<file path="config.mk">
export PLATFORM = sky130hd
export DESIGN_NAME = id_ex_stage
export DESIGN_NICKNAME = d
export VERILOG_FILES = /design/src/rtl/id_ex_stage.sv
export SDC_FILE = /design/constraint.sdc
export NUM_CORES = 1
export LEC_CHECK = 0
export BUFFER_PORTS_ARGS = -buffer_cell sky130_fd_sc_hd__buf_2
export CELL_PAD_IN_SITES_DETAIL_PLACEMENT = 1
export CELL_PAD_IN_SITES_GLOBAL_PLACEMENT = 2
export CORE_UTILIZATION = 23
export DETAILED_ROUTE_END_ITERATION = 10
export GPL_TIMING_DRIVEN = 0
export PLACE_DENSITY = 0.78
export SLEW_MARGIN = 25
export SYNTH_ARGS = -nofsm -noshare
export SYNTH_HDL_FRONTEND = slang
export SYNTH_SLANG_ARGS = --single-unit
</file>
<file path="constraint.sdc">
create_clock -name clk -period 2.9 [get_ports clk]
set_input_delay 0.29 -clock clk [delete_from_list [all_inputs] [get_ports clk]]
set_output_delay 0.29 -clock clk [all_outputs]
set_load 0.01 [all_outputs]
</file>
<file path="src/rtl/id_ex_stage.sv">
// ID/EX pipeline register of the 5-stage MIPS core: operand forwarding from MEM/WB,
// load-use stall detection, and saturating stall/flush event counters.
module id_ex_stage #(
    parameter int unsigned CTRL_W = 8,
    parameter int unsigned CNT_W  = 16
) (
    input  logic              clk,
    input  logic              rst,
    // decode
    input  logic              id_valid,
    input  logic [4:0]        id_rs,
    input  logic [4:0]        id_rt,
    input  logic              id_uses_rs,
    input  logic              id_uses_rt,
    input  logic [4:0]        id_rd,
    input  logic              id_reg_write,
    input  logic              id_mem_read,
    input  logic              id_mem_write,
    input  logic [CTRL_W-1:0] id_ctrl,
    input  logic [31:0]       id_imm,
    // register file read data (registered on the same edge as this stage)
    input  logic [31:0]       rf_data1,
    input  logic [31:0]       rf_data2,
    input  logic              flush,
    // MEM stage
    input  logic              mem_reg_write,
    input  logic              mem_mem_read,
    input  logic [4:0]        mem_rd,
    input  logic [31:0]       mem_result,
    // WB stage
    input  logic              wb_reg_write,
    input  logic [4:0]        wb_rd,
    input  logic [31:0]       wb_data,
    // EX stage
    output logic              ex_valid,
    output logic              ex_reg_write,
    output logic              ex_mem_read,
    output logic              ex_mem_write,
    output logic [4:0]        ex_rs,
    output logic [4:0]        ex_rt,
    output logic [4:0]        ex_rd,
    output logic [CTRL_W-1:0] ex_ctrl,
    output logic [31:0]       ex_imm,
    output logic [31:0]       ex_op1,
    output logic [31:0]       ex_op2,
    output logic              id_stall,
    output logic [CNT_W-1:0]  stall_cnt,
    output logic [CNT_W-1:0]  flush_cnt
);

    logic              ex_valid_q, ex_reg_write_q, ex_mem_read_q, ex_mem_write_q;
    logic [4:0]        ex_rs_q, ex_rt_q, ex_rd_q;
    logic [CTRL_W-1:0] ex_ctrl_q;
    logic [31:0]       ex_imm_q;
    logic [CNT_W-1:0]  stall_cnt_q, stall_cnt_d;
    logic [CNT_W-1:0]  flush_cnt_q, flush_cnt_d;
    logic              rs_hit, rt_hit;
    logic              load_bubble;

    // MEM outranks WB as the younger producer; a load in MEM has no data yet.
    function automatic logic [31:0] fwd_operand(
        input logic [4:0]  src,
        input logic [31:0] rf_val,
        input logic        m_we,
        input logic        m_load,
        input logic [4:0]  m_rd,
        input logic [31:0] m_val,
        input logic        w_we,
        input logic [4:0]  w_rd,
        input logic [31:0] w_val
    );
        logic [31:0] res;
        res = rf_val;
        if (src == 5'd0) begin
            res = '0;
        end else if (m_we && !m_load && (m_rd == src)) begin
            res = m_val;
        end else if (w_we && (w_rd == src)) begin
            res = w_val;
        end
        return res;
    endfunction

    always_comb begin
        rs_hit   = id_uses_rs && (id_rs == ex_rd_q);
        rt_hit   = id_uses_rt && (id_rt == ex_rd_q);
        id_stall = ex_valid_q && ex_mem_read_q && (ex_rd_q != 5'd0) &&
                   id_valid && !flush && (rs_hit || rt_hit);
    end

    always_comb begin
        ex_op1 = fwd_operand(ex_rs_q, rf_data1, mem_reg_write, mem_mem_read, mem_rd,
                             mem_result, wb_reg_write, wb_rd, wb_data);
        ex_op2 = fwd_operand(ex_rt_q, rf_data2, mem_reg_write, mem_mem_read, mem_rd,
                             mem_result, wb_reg_write, wb_rd, wb_data);
    end

    always_comb begin
        stall_cnt_d = stall_cnt_q;
        flush_cnt_d = flush_cnt_q;
        if (id_stall && (stall_cnt_q != '1)) begin
            stall_cnt_d = stall_cnt_q + 1'b1;
        end
        if (flush && id_valid && (flush_cnt_q != '1)) begin
            flush_cnt_d = flush_cnt_q + 1'b1;
        end
    end

    assign load_bubble = flush || id_stall;

    always_ff @(posedge clk or posedge rst) begin
        if (rst) begin
            ex_valid_q     <= 1'b0;
            ex_reg_write_q <= 1'b0;
            ex_mem_read_q  <= 1'b0;
            ex_mem_write_q <= 1'b0;
            ex_rs_q        <= '0;
            ex_rt_q        <= '0;
            ex_rd_q        <= '0;
            ex_ctrl_q      <= '0;
            ex_imm_q       <= '0;
        end else if (load_bubble) begin
            ex_valid_q     <= 1'b0;
            ex_reg_write_q <= 1'b0;
            ex_mem_read_q  <= 1'b0;
            ex_mem_write_q <= 1'b0;
            ex_rs_q        <= '0;
            ex_rt_q        <= '0;
            ex_rd_q        <= '0;
            ex_ctrl_q      <= '0;
            ex_imm_q       <= '0;
        end else begin
            ex_valid_q     <= id_valid;
            ex_reg_write_q <= id_reg_write;
            ex_mem_read_q  <= id_mem_read;
            ex_mem_write_q <= id_mem_write;
            ex_rs_q        <= id_rs;
            ex_rt_q        <= id_rt;
            ex_rd_q        <= id_rd;
            ex_ctrl_q      <= id_ctrl;
            ex_imm_q       <= id_imm;
        end
    end

    always_ff @(posedge clk or posedge rst) begin
        if (rst) begin
            stall_cnt_q <= '0;
            flush_cnt_q <= '0;
        end else begin
            stall_cnt_q <= stall_cnt_d;
            flush_cnt_q <= flush_cnt_d;
        end
    end

    assign ex_valid     = ex_valid_q;
    assign ex_reg_write = ex_reg_write_q;
    assign ex_mem_read  = ex_mem_read_q;
    assign ex_mem_write = ex_mem_write_q;
    assign ex_rs        = ex_rs_q;
    assign ex_rt        = ex_rt_q;
    assign ex_rd        = ex_rd_q;
    assign ex_ctrl      = ex_ctrl_q;
    assign ex_imm       = ex_imm_q;
    assign stall_cnt    = stall_cnt_q;
    assign flush_cnt    = flush_cnt_q;

endmodule

</file>
---- Yosys cells after proc, flatten, opt, wreduce, memory -nomap -nowiden ----
Index checks and enable logic that the tools add are counted.
storage, ports and cells
  word-level logic and storage cells ...... 58
  flip-flop bits (word level) ............. 91
  input port bits ......................... 205
  memories kept ........................... 0
  ROM bits ................................ 0
  output and inout bits ................... 156
  RAM bits ................................ 0
  bits in latches ......................... 0
operators by class
  mux-type cells .......................... 15
  shifts and indexed selects .............. 0
  $add $sub $neg .......................... 2
  divide/modulo/power cells ............... 0
  equal/unequal tests ..................... 8
  multipliers ............................. 0
  bitwise operators ....................... 0
  reduce and logical (&&, ||, !) cells .... 22
  order comparisons ....................... 0
operators by type and width
  operator                                                          count
  32-bit 2-to-1 mux                                                 7
  16-bit by 1-bit adder with 16-bit output (second input constant)  2
  16-bit inequality test (second input constant)                    2
  5-bit equality test                                               6
  1-bit logical AND                                                 15
  5-bit 2-to-1 mux                                                  3
  5-bit logical NOT                                                 2
  8-bit 2-to-1 mux                                                  1
  5-bit nonzero test                                                1
  1-bit 2-to-1 mux                                                  4
  1-bit logical NOT                                                 2
  1-bit logical OR                                                  2

---- Depth between registers and ports, before layout ----
Gate-level depths: netlist (run 1).
  depth after elaboration ................. 7
  gate-level depth with buffers ........... 7
  depth with buffers taken out ............ 6

---- Least setup slack after synthesis (run 1) ----
OpenSTA, ideal clock, no wires.
  path type ............................... flip-flop to output port
  start ................................... register ex_rt_q[1], in the netlist ex_rt[1]
  end ..................................... output port ex_op2[10]
  required time ........................... 2.610 ns
  slack ................................... 0.845 ns
  arrival ................................. 1.765 ns
  stages on the path, launching flop included .. 8
  path through ............................ dfrtp_1 > xor2_1 > nor4_1 > and3_1 > buf_2 > buf_6 > mux2i_1 > a211oi_1
between the ends
  longest elaborated chain between the ends .. 5
  elaborated cells on any way between the ends .. 8
ends and longest elaborated chain
  item                    line  text
  from (decl)             52    logic [4:0] ex_rs_q, ex_rt_q, ex_rd_q;
  from (signal assigned)  138   ex_rt_q <= id_rt;
  5-bit equality test     78    end else if (w_we && (w_rd == src)) begin
  1-bit logical AND       78
  32-bit 2-to-1 mux       78
  32-bit 2-to-1 mux       76    end else if (m_we && !m_load && (m_rd == src)) begin
  32-bit 2-to-1 mux *     74    if (src == 5'd0) begin
  to (decl)               45    output logic [31:0] ex_op2,
Mark *: on every way between the ends. The rest lies on a longest branch, timed or not.

---- Final worst setup path (run 1) ----
  start ................................... register ex_rt_q[1], in the netlist ex_rt[1]
  end ..................................... output port ex_op2[9]
Same word-level chain as after synthesis.

==> results by group, run 1 <==
Placement
  – Placed Cells incl. Taps: between 1000 and 1500
  – Dpl cell area: ~7600 µm²
  – Post-DP HPWL: slightly below 20000 µm
  – Port bufs: 360
  – Routability congestion estimate: between 0.8 and 0.9

Clocking
  – Cts bufs inserted: 9
  – TritonCTS clock tree: done
  – Skew-Pair Late Insertion Delay: between 300 and 400 ps
  – CTS H-tree depth: 3
  – CTS root buf: clkbuf_16
  – Largest buffer count on any clock path: 2
  – Reg clk slew, reported paths: approximately 70 ps
  – CTS sink cnt: 91

Cells and area
  – # fillers: approximately 2800
  – Most frequent cells in the layout: buf_2, dfrtp_1, nor2_1
  – Final Cell Area: around 8000 µm²
  – Commonest non-fill, non-tap cell in the layout: buf_2
  – Layout area overhead: 49.14%
  – Post-layout util: a little over a third
  – Layout cell share with drive strength beyond 1: a little under half
  – Layout Cells excl Fill: ~1200
  – Nets: ~1100

Synthesis
  – Sequential fraction of the synthesis area: between 40% and 50%
  – Ys async rst share: 100.0%
  – Mapped Nets: around 750
  – Syn avg cell area: about 10 µm²
  – Main synth FF type: dfrtp_1
  – Post-synth cell types: 38
  – Ys Warns: 0
  – Syn Std Cell Area: approximately 5400 µm²
  – EDFF count, synth: 0
  – Gate Count Post-Synth: 541
  – Number of synthesized register bits: 91

GRT
  – First-pass GRT wire length: approximately 35000 µm
  – GRT Total Usage: 19.06%
  – Grt ovf: 0
  – Pin count of the biggest net entering global routing: 71
  – Antenna violations before repair: 10
  – GR peak layer: met2
  – GRT met1 Usage: roughly 20%
  – Global-route met3 utilization: under 10%
  – Grt met2 use: ~36%
  – Number of global-route vias before repair: roughly 6000

Worst setup path
  – CP Capture Type: output port
  – Crit Path Class: reg2out
  – Worst EP arrival: between 2000 and 2500 ps
  – CP startpoint kind: flop
  – Worst reg2reg path startpoint: stall_cnt[0]
  – Worst Path Required: approximately 2600 ps
  – RR Endpoint: stall_cnt[9]
  – Slowest CP cell: dfrtp_2
  – CP startpoint: ex_rt[1]
  – Slowest stage delay, CP: between 400 and 500 ps
  – Worst Path Max Fanout: 10
  – CP endpoint: ex_op2[9]
  – Worst Reg-to-Reg Cells: 6
  – Reg-to-reg slack, setup: 810 ps
  – Critical path, cell by cell: xor2_1 > nor4_2 > and3_1 > buf_4 > buf_6 > mux2i_1 > a211oi_2 > buf_2

Timing
  – Fin crit share: 95.68%
  – # setup viols final: 0
  – Highest clock rate: ~360 MHz
  – Fin. Hold Viols: 0
  – Final setup TNS: 0 ps
  – Fin crit period: roughly 2800 ps
  – Setup Skew: just under 6 ps
  – Worst Tran Pin Value: ~900 ps
  – Setup repair after global routing missed its margin: false
  – Max-slew violation count: 0
  – Relative slew margins: about two fifths

Power
  – Power Dens Cells: roughly 420 nW/µm²
  – Leak pwr: around 0.0039 µW
  – Peak supply drop: 0.0003975 V

Drt
  – Iter 0 DRT Violations: 205
  – Vias per cell: about 4.5
  – DR DRC count: 0
  – Drt total wl: approximately 23000 µm
  – Vias: between 5000 and 6000
  – Drt pass-1 iters: 4
  – Drt wl/cell: around 19 µm
  – Antenna viol nets, final: 0

Floorplan
  – CORE AREA: 22780 µm²
  – Die area: around 24000 µm²
  – Die Span X: around 160 µm
  – Initial Utilization: 23.65%
  – Die H: around 160 µm
  – Row count: 55
  – I/O pin cnt: ~360

Run status
  – Outcome: finished, final reports clean

Job
  – Max-cap violations: 0

Min path
  – Hold crit path type: in2reg
-- synth_stat cells (all sizes together), types with 4 or more instances --
master,n,area (µm²)
or2,4,25.02
dfrtp,91,2277
a211oi,64,480.5
buf,11,107.6
mux2,4,45.04
nand3,17,85.08
clkbuf,22,87.58
nand2,13,48.80
nand4,17,106.4
mux2i,64,640.6
nor2,73,274.0
and3,6,37.54
and2,63,394.1
xor2,21,183.9
nor4,6,37.54
xnor2,35,306.5
-- flip-flops by register name, indices dropped and copies added, names as in the netlist --
register      cells
ex_rt             5
ex_reg_write      1
ex_valid          1
stall_cnt        16
ex_mem_write      1
ex_ctrl           8
ex_imm           32
ex_rs             5
flush_cnt        16
ex_rd             5
ex_mem_read       1
-- stage by stage --
step	hold WS (ps)	total power (µW)	setup slack [ps]
2_1_floorplan	418.6	1814	246.4
3_3_place_gp	481.8	2250	-877.3
3_5_place_dp	246.1	2264	201.9
4_1_cts	134.3	3450	7.966
5_1_grt	131.5	3576	1.626
6_report	147.0	3408	125.4
-- metal layers --
layer  share of wire, %  up-vias  wire (µm)
li1                   -     2660          -
met1                 38     2683       8777
met2                 52      256      12170
met3                8.6       24       1998
met4                1.3        4        299
met5              0.095        -         22
-- worst min-delay path by stage --
stage	startpoint	cells after the start	slack, ps	end
2_1_floorplan	id_ctrl[0]	1	420	ex_ctrl[0]
3_3_place_gp	stall_cnt[9]	1	480	stall_cnt[9]
3_5_place_dp	rst	2	250	stall_cnt[15]
4_1_cts	id_imm[0]	2	130	ex_imm[0]
5_1_grt	id_imm[13]	2	130	ex_imm[13]
6_report	id_imm[0]	2	150	ex_imm[0]
-- kinds of logic (layout without fill, tap and decap cells) --
group	after synthesis	in the layout	share of synthesized area, %
and+or+nand+nor	217	217	21.30
DFF	91	91	42.27
AOI/OAI and AO/OA	71	71	10.31
muxes	68	68	12.73
xor gates and xnor gates	56	56	9.104
buffers and inverters	36	415	3.832
adders and majority gates	2	2	0.4644
other	0	8	0
-- repair_timing --
action	CTS	global route
endpoints found under the setup margin	62	30
hold buffers	1	0
resized for setup	13	16
buffers inserted	1	0
endpoints found under the hold margin	21	0
pin swaps	1	1
-- worst max-delay path, delay by kind of cell, from the launching register on --
family          cells  cell delay, ps
simple gates        2             540
buf+inv             3             530
flops               1             460
mux                 1             310
xor+xnor            1             170
compound gates      1             130
-- power breakdown --
group / switching [µW] / internal (µW)
clock network: 558 / 607
logic: 430 / 378
registers: 83.5 / 1350
-- layout make-up --
cell class | instances | area (µm²) | area share (%)
clock buffers | 9 | 225.2 | 2.803
well taps | 313 | 391.6 | 4.874
flip-flops and latches | 91 | 2278 | 28.36
plain buffers | 33 | 207.7 | 2.585
repair buffers | 363 | 1847 | 22.98
inverters | 3 | 16.27 | 0.2024
clock inverters | 7 | 71.32 | 0.8876
multi-input cells | 414 | 2978 | 37.06
diodes | 8 | 20.02 | 0.2491
(Power assumes the default switching activity.)
==> run 2: changes to the inputs <==
Settings changed: HOLD_SLACK_MARGIN set to 0.15.
==> results by group, run 2 (synthesized netlist as in run 1, its figures left out) <==
Drt
  – DR DRC count: 0 (unchanged)
  – Drt pass-1 iters: 4 (unchanged)
  – Drt total wl: 23760 µm (+2.1%)
  – Drt wl/cell: 18.75 µm (about the same)
  – Antenna viol nets, final: 0 (unchanged)
  – Vias per cell: 4.541 (+0.14%)
  – Vias: 5753 (+2.2%)
  – Iter 0 DRT Violations: 224 (+9.3%)

Timing
  – Max-slew violation count: 0 (unchanged)
  – Fin crit period: 2778 ps (+3.168 ps)
  – Setup repair after global routing missed its margin: false
  – Final setup TNS: 0 ps (unchanged)
  – Minimum hold slack: 165.4 ps (+18.34 ps)
  – Relative slew margins: 41.21% (about the same)
  – Setup Skew: 4.697 ps (-1.249 ps)
  – # setup viols final: 0 (unchanged)
  – Highest clock rate: 360.0 MHz (-0.11%)
  – Worst Tran Pin Value: 875.0 ps (-0.001311 ps)
  – Fin crit share: 95.79% (+0.11 points)
  – Fin. Hold Viols: 0 (unchanged)

Min path
  – Worst hold start: id_imm[26]
  – Hold Crit Depth: 2 (unchanged)
  – Hold crit path type: in2reg
  – Hold Path End: ex_imm[26]

Clocking
  – TritonCTS clock tree: done
  – Skew-Pair Late Insertion Delay: 340 ps (about the same)
  – CTS H-tree depth: 3 (unchanged)
  – Reg clk slew, reported paths: 70 ps (about the same)
  – CTS root buf: clkbuf_16
  – Cts bufs inserted: 9 (unchanged)
  – Largest buffer count on any clock path: 2 (unchanged)
  – CTS sink cnt: 91 (unchanged)

Cells and area
  – Layout area overhead: 54.25%
  – Final Cell Area: 8310 µm² (+3.4%)
  – Layout cell share with drive strength beyond 1: 45.57% (-1.4 points)
  – Most frequent cells in the layout: buf_2, dfrtp_1, nor2_1
  – Commonest non-fill, non-tap cell in the layout: buf_2
  – Max reg flops: 32 (unchanged)
  – Nets: 1150 (+2.5%)
  – Layout Cells excl Fill: 1267 (+2.1%)

Placement
  – Port bufs: 360 (unchanged)
  – Post-DP HPWL: 19360 µm (unchanged)
  – Placed Cells incl. Taps: 1215 (unchanged)
  – Dpl cell area: 7614 µm² (unchanged)
  – Routability congestion estimate: 0.8180 (unchanged)

Power
  – Power Internal: 2361 µW (+1.1%)
  – Total power: 3440 µW (+0.94%)
  – Peak supply drop: 0.0004025 V (+1.3%)
  – P_sw: 1079 µW (+0.68%)
  – Sw Share: 31.36% (-0.082 points)
  – Comb power frac: 24.5% (+0.8 points)
  – Clk network pwr share: 33.8% (-0.4 points)
  – Sequential share of power: 41.7% (-0.4 points)
  – Power Dens Cells: 413.9 nW/µm² (-2.4%)
  – Leak pwr: 0.004042 µW (+3.0%)

Floorplan
  – Die area: 24040 µm² (unchanged)
  – I/O pin cnt: 361 (unchanged)
  – Die Span X: 155.1 µm (unchanged)
  – Die H: 155.1 µm (unchanged)
  – CORE AREA: 22780 µm² (unchanged)
  – Initial Utilization: 23.65% (unchanged)
  – Row count: 55 (unchanged)

GRT
  – GRT Total Usage: 19.47% (+0.41 points)
  – Antenna violations before repair: 9 (-1)
  – First-pass GRT wire length: 35700 µm (+2.5%)
  – Pin count of the biggest net entering global routing: 71 (unchanged)
  – Grt ovf: 0 (unchanged)
  – Number of global-route vias before repair: 6255 (+2.9%)

Job
  – Max-cap violations: 0 (unchanged)

Run status
  – Outcome: finished, final reports clean

Worst setup path
  – Worst Path Max Fanout: 10 (unchanged)
  – Worst EP arrival: 2490 ps (about the same)
  – CP Capture Type: output port
  – Worst Reg-to-Reg Cells: 6 (unchanged)
  – RR Endpoint: stall_cnt[9]
  – Worst reg2reg path startpoint: stall_cnt[0]
  – CP startpoint kind: flop
  – Crit Path Class: reg2out
  – Worst Path Required: 2610 ps (about the same)
  – Reg-to-reg slack, setup: 810 ps (about the same)
==> run 2: routing by layer <==
layer	part of all wire [%]	vias up	wire [µm]	track usage, %
li1	-	2715	-	-
met1	38	2752	8984	20.54
met2	52	254	12440	37.26
met3	8.2	26	1959	5.682
met4	1.4	6	344	5.281
met5	0.13	-	30	0
==> run 2: worst max-delay path, cell delays in order (launching register included) <==
cell and delay (ps):
dfrtp_2 460, xor2_1 170, nor4_2 330, and3_1 210
buf_4 180, buf_6 190, mux2i_1 310, a211oi_2 130
buf_2 170
==> run 2: worst max-delay path by stage <==
stage,startpoint,to,slack [ps]
after floorplan,rst,ex_ctrl[0],250
after global placement,rst,flush_cnt[11],-880
after detailed placement,ex_rt[1],ex_op2[7],200
after CTS,ex_rt[0],ex_op2[18],8
after global routing,ex_rt[1],ex_op2[5],2
final,ex_rt[1],ex_op2[9],120
==> run 2: power groups by stage <==
stage	combinational, µW	clock, µW	sequential (µW)
finish	841	1160	1430
global placement	794	0	1460
global route	917	1250	1450
detailed placement	805	0	1460
CTS	843	1200	1440
floorplan	332	0	1480
==> run 2: layout make-up <==
class / instances / area, µm²
Antenna cell: 6 / 15.01
Buffer: 33 / 207.7
Clock buffer: 9 / 225.2
Clock inverter: 7 / 71.32
Fill cell: 2749 / 14470
Inverter: 3 / 16.27
Multi-Input combinational cell: 414 / 2978
Sequential cell: 91 / 2278
Tap cell: 313 / 391.6
Timing Repair Buffer: 391 / 2127
==> run 2: what timing repair did <==
| item | 4_1_cts | 5_1_grt |
|---|---|---|
| pin swaps | 1 | 1 |
| endpoints found under the setup margin | 62 | 30 |
| buffers inserted | 1 | 0 |
| gates resized for setup | 13 | 16 |
| endpoints found under the hold margin | 48 | 1 |
| hold buffers | 28 | 1 |
| cloned | 0 | 0 |
==> run 2: per-stage QoR <==
step | utilization (%) | worst slack (ps)
finish | 36.48 | 122.2
global placement | 33.28 | -877.3
detailed placement | 33.42 | 201.9
global route | 36.45 | 1.626
floorplan | - | 246.4
CTS | 36.19 | 7.966
==> run 3: changes to the inputs <==
Settings changed: ABC_AREA set to 1, CORE_UTILIZATION 23 to 22.
==> results by group, run 3 <==
Clocking
  – CTS H-tree depth: 3 (unchanged)
  – Postcts setup bufs: 0 (-1)
  – CTS root buf: clkbuf_16
  – Cts bufs inserted: 9 (unchanged)
  – CTS sink cnt: 91 (unchanged)
  – Reg clk slew, reported paths: 60 ps (about the same)
  – Skew-Pair Late Insertion Delay: 350 ps (about the same)
  – TritonCTS clock tree: done
  – Largest buffer count on any clock path: 2 (unchanged)

Synthesis
  – Sequential fraction of the synthesis area: 33.77% (-8.5 points)
  – Post-synth top cells: nand2_1, nor2_1, inv_1
  – Number of synthesized register bits: 91 (unchanged)
  – Main combinational cell family by area after synthesis: simple AND/OR/NAND/NOR gates
  – Mapped Nets: 1290 (+72%)
  – Post-Synth XOR/XNOR Area: 2.468% (-6.6 points)
  – Share of the synthesized area in the top cell type: 33.77% (-8.5 points)
  – Most common cell in the netlist: nand2_1
  – EDFF count, synth: 0 (unchanged)
  – Post-synth cell types: 31 (-18%)
  – Syn Std Cell Area: 6743 µm² (+25%)
  – Synth top area cells: dfrtp_1, nand2_1, nor2_1
  – Synth Area in Compound Gates: 1.596% (-8.7 points)
  – Post-synthesis simple-gate area fraction: 47.37% (+26 points)
  – Gate Count Post-Synth: 1083 (+100%)
  – Ys Warns: 0 (unchanged)
  – Adder-cell share of the synthesized area: 0.3711% (-0.093 points)
  – Main synth FF type: dfrtp_1
  – Multiplexer share of the synthesized area: 0% (-13 points)
  – Ys async rst share: 100.0% (unchanged)
  – Dominant cell type by area after synthesis: dfrtp_1
  – Syn avg cell area: 6.226 µm² (-37%)

Worst setup path
  – CP startpoint: ex_rs[4]
  – RR Endpoint: flush_cnt[2]
  – Worst Path Required: 2610 ps (about the same)
  – Worst Reg-to-Reg Cells: 9 (+3)
  – Crit Path Class: reg2out
  – Worst EP arrival: 2370 ps (-120 ps)
  – CP endpoint: ex_op1[25]
  – Worst reg2reg path startpoint: flush_cnt[0]
  – CP startpoint kind: flop
  – CP Capture Type: output port
  – Worst Path Max Fanout: 10 (unchanged)
  – Reg-to-reg slack, setup: 1050 ps (+240 ps)

Floorplan
  – Initial Utilization: 22.57% (-1.1 points)
  – CORE AREA: 29870 µm² (+31%)
  – Die H: 177.1 µm (+14%)
  – I/O pin cnt: 361 (unchanged)
  – Die area: 31350 µm² (+30%)
  – Die Span X: 177.1 µm (+14%)
  – Row count: 63 (+15%)

Timing
  – Relative slew margins: 60.38% (+19 points)
  – Highest clock rate: 376.6 MHz (+4.6%)
  – Setup ws final: 244.9 ps (+122.7 ps)
  – Max-slew violation count: 0 (unchanged)
  – Fin. Hold Viols: 0 (unchanged)
  – Setup Skew: 6.970 ps (+2.273 ps)
  – Fin crit share: 91.55% (-4.2 points)
  – # setup viols final: 0 (unchanged)
  – Setup repair after global routing missed its margin: false
  – Fin crit period: 2655 ps (-122.7 ps)
  – Worst Tran Pin Value: 594.3 ps (-280.8 ps)

Placement
  – Dpl cell area: 9065 µm² (+19%)
  – Post-DP HPWL: 25800 µm (+33%)
  – Worst slack at placement: 439.4 ps (+237.5 ps)
  – Placed Cells incl. Taps: 1834 (+51%)
  – Port bufs: 360 (unchanged)
  – Routability congestion estimate: 0.8730 (+6.7%)

GRT
  – Pin count of the biggest net entering global routing: 63 (-11%)
  – Antenna violations before repair: 5 (-4)
  – GR peak layer: met2
  – Number of global-route vias before repair: 8921 (+43%)
  – GRT Total Usage: 20.27% (+0.79 points)
  – Grt ovf: 0 (unchanged)
  – Global-route met3 utilization: 4.704% (-0.98 points)
  – GRT met1 Usage: 23.53% (+3.0 points)
  – Grt met2 use: 36.36% (-0.90 points)
  – First-pass GRT wire length: 49040 µm (+37%)

Job
  – Max-cap violations: 0 (unchanged)

Drt
  – Drt wl/cell: 17.15 µm (-8.5%)
  – Drt total wl: 32400 µm (+36%)
  – Antenna viol nets, final: 0 (unchanged)
  – Iter 0 DRT Violations: 353 (+58%)
  – Vias: 8533 (+48%)
  – Drt pass-1 iters: 4 (unchanged)
  – Vias per cell: 4.517 (-0.52%)
  – DR DRC count: 0 (unchanged)

Cells and area
  – Layout area overhead: 44.02%
  – Layout cell share with drive strength beyond 1: 30.92% (-15 points)
  – Most frequent cells in the layout: buf_2, nand2_1, nor2_1
  – Layout Cells excl Fill: 1889 (+49%)
  – Post-layout util: 32.50% (-4.0 points)
  – Max reg flops: 32 (unchanged)
  – Final Cell Area: 9711 µm² (+17%)
  – Nets: 1697 (+48%)
  – Commonest non-fill, non-tap cell in the layout: buf_2

Run status
  – Outcome: finished, final reports clean

Min path
  – Hold crit path type: in2reg

Power
  – Leak pwr: 0.005921 µW (+46%)
  – Peak supply drop: 0.0004309 V (+7.1%)
  – Power Dens Cells: 378.0 nW/µm² (-8.7%)
-- run 3: cell types whose count changed after synthesis, sizes merged, moves of 10 or more --
| cell | before | now |
|---|---|---|
| o21ai | 2 | 19 |
| xnor2 | 35 | 8 |
| and2 | 63 | 0 |
| nand4 | 17 | 90 |
| a211oi | 64 | 0 |
| inv | 3 | 174 |
| nand2 | 13 | 294 |
| xor2 | 21 | 11 |
| nand3 | 17 | 86 |
| mux2i | 64 | 0 |
| nor2 | 73 | 238 |
| clkbuf | 22 | 6 |
| buf | 11 | 50 |
-- run 3: critical path, cell delays in order (launching register included) --
cell and delay (ps):
dfrtp_1 470, inv_1 150, nand3_1 130, nor3_4 360, clkbuf_1 470, nor2_1 170, nand2_1 110, inv_1 40
buf_2 130
-- run 3: metal layers --
metal  routed length, µm  vias up
met5                  10        -
met1               13110     3999
met3                2540       38
met4                 650        2
li1                    -     4164
met2               16080      330
-- run 3: layout make-up --
cell class,instances,area (µm²)
buffer,56,316.6
fill,3936,20160
timing repair buffer,396,2180
clock inverter,5,37.54
multi-input combinational,762,3500
inverter,174,660.6
sequential,91,2277
clock buffer,10,239.0
antenna,5,12.51
tap,390,488.0
-- run 3: worst min-delay path by stage --
stage | start | to | cells past startpoint
6_report | id_ctrl[2] | ex_ctrl[2] | 3
3_3_place_gp | id_imm[8] | ex_imm[8] | 3
3_5_place_dp | rst | ex_imm[1] | 2
4_1_cts | id_ctrl[2] | ex_ctrl[2] | 3
2_1_floorplan | id_ctrl[0] | ex_ctrl[0] | 2
5_1_grt | id_ctrl[2] | ex_ctrl[2] | 3
-- run 3: cell families after synthesis --
family | after synthesis
flip-flops | 91
AND/OR/NAND/NOR | 721
AO/OA/AOI/OAI | 20
buffers and inverters | 230
XOR/XNOR | 19
adder cells (fa/ha/maj) | 2
-- run 3: stage by stage --
| step | setup TNS, ps | hold slack (ps) | total power, µW |
|---|---|---|---|
| after floorplan | 0 | 396.2 | 1999 |
| after global placement | -95540 | 497.9 | 2523 |
| after detailed placement | 0 | 289.2 | 2545 |
| after CTS | 0 | 153.0 | 3713 |
| after global routing | 0 | 170.8 | 3872 |
| final | 0 | 162.1 | 3671 |
-- run 3: report_power, final --
group / internal, µW / switching, µW / leakage (µW) / total (µW)
Clock: 603 / 519 / 0.000131 / 1120
Combinational: 444 / 664 / 0.00459 / 1110
Sequential: 1350 / 90.0 / 0.00120 / 1440
-- run 3: timing repair --
| action | in CTS | in global routing |
|---|---|---|
| endpoints found under the setup margin | 0 | 16 |
| resized for setup | 0 | 1 |
| hold buffers | 35 | 0 |
| endpoints found under the hold margin | 63 | 0 |
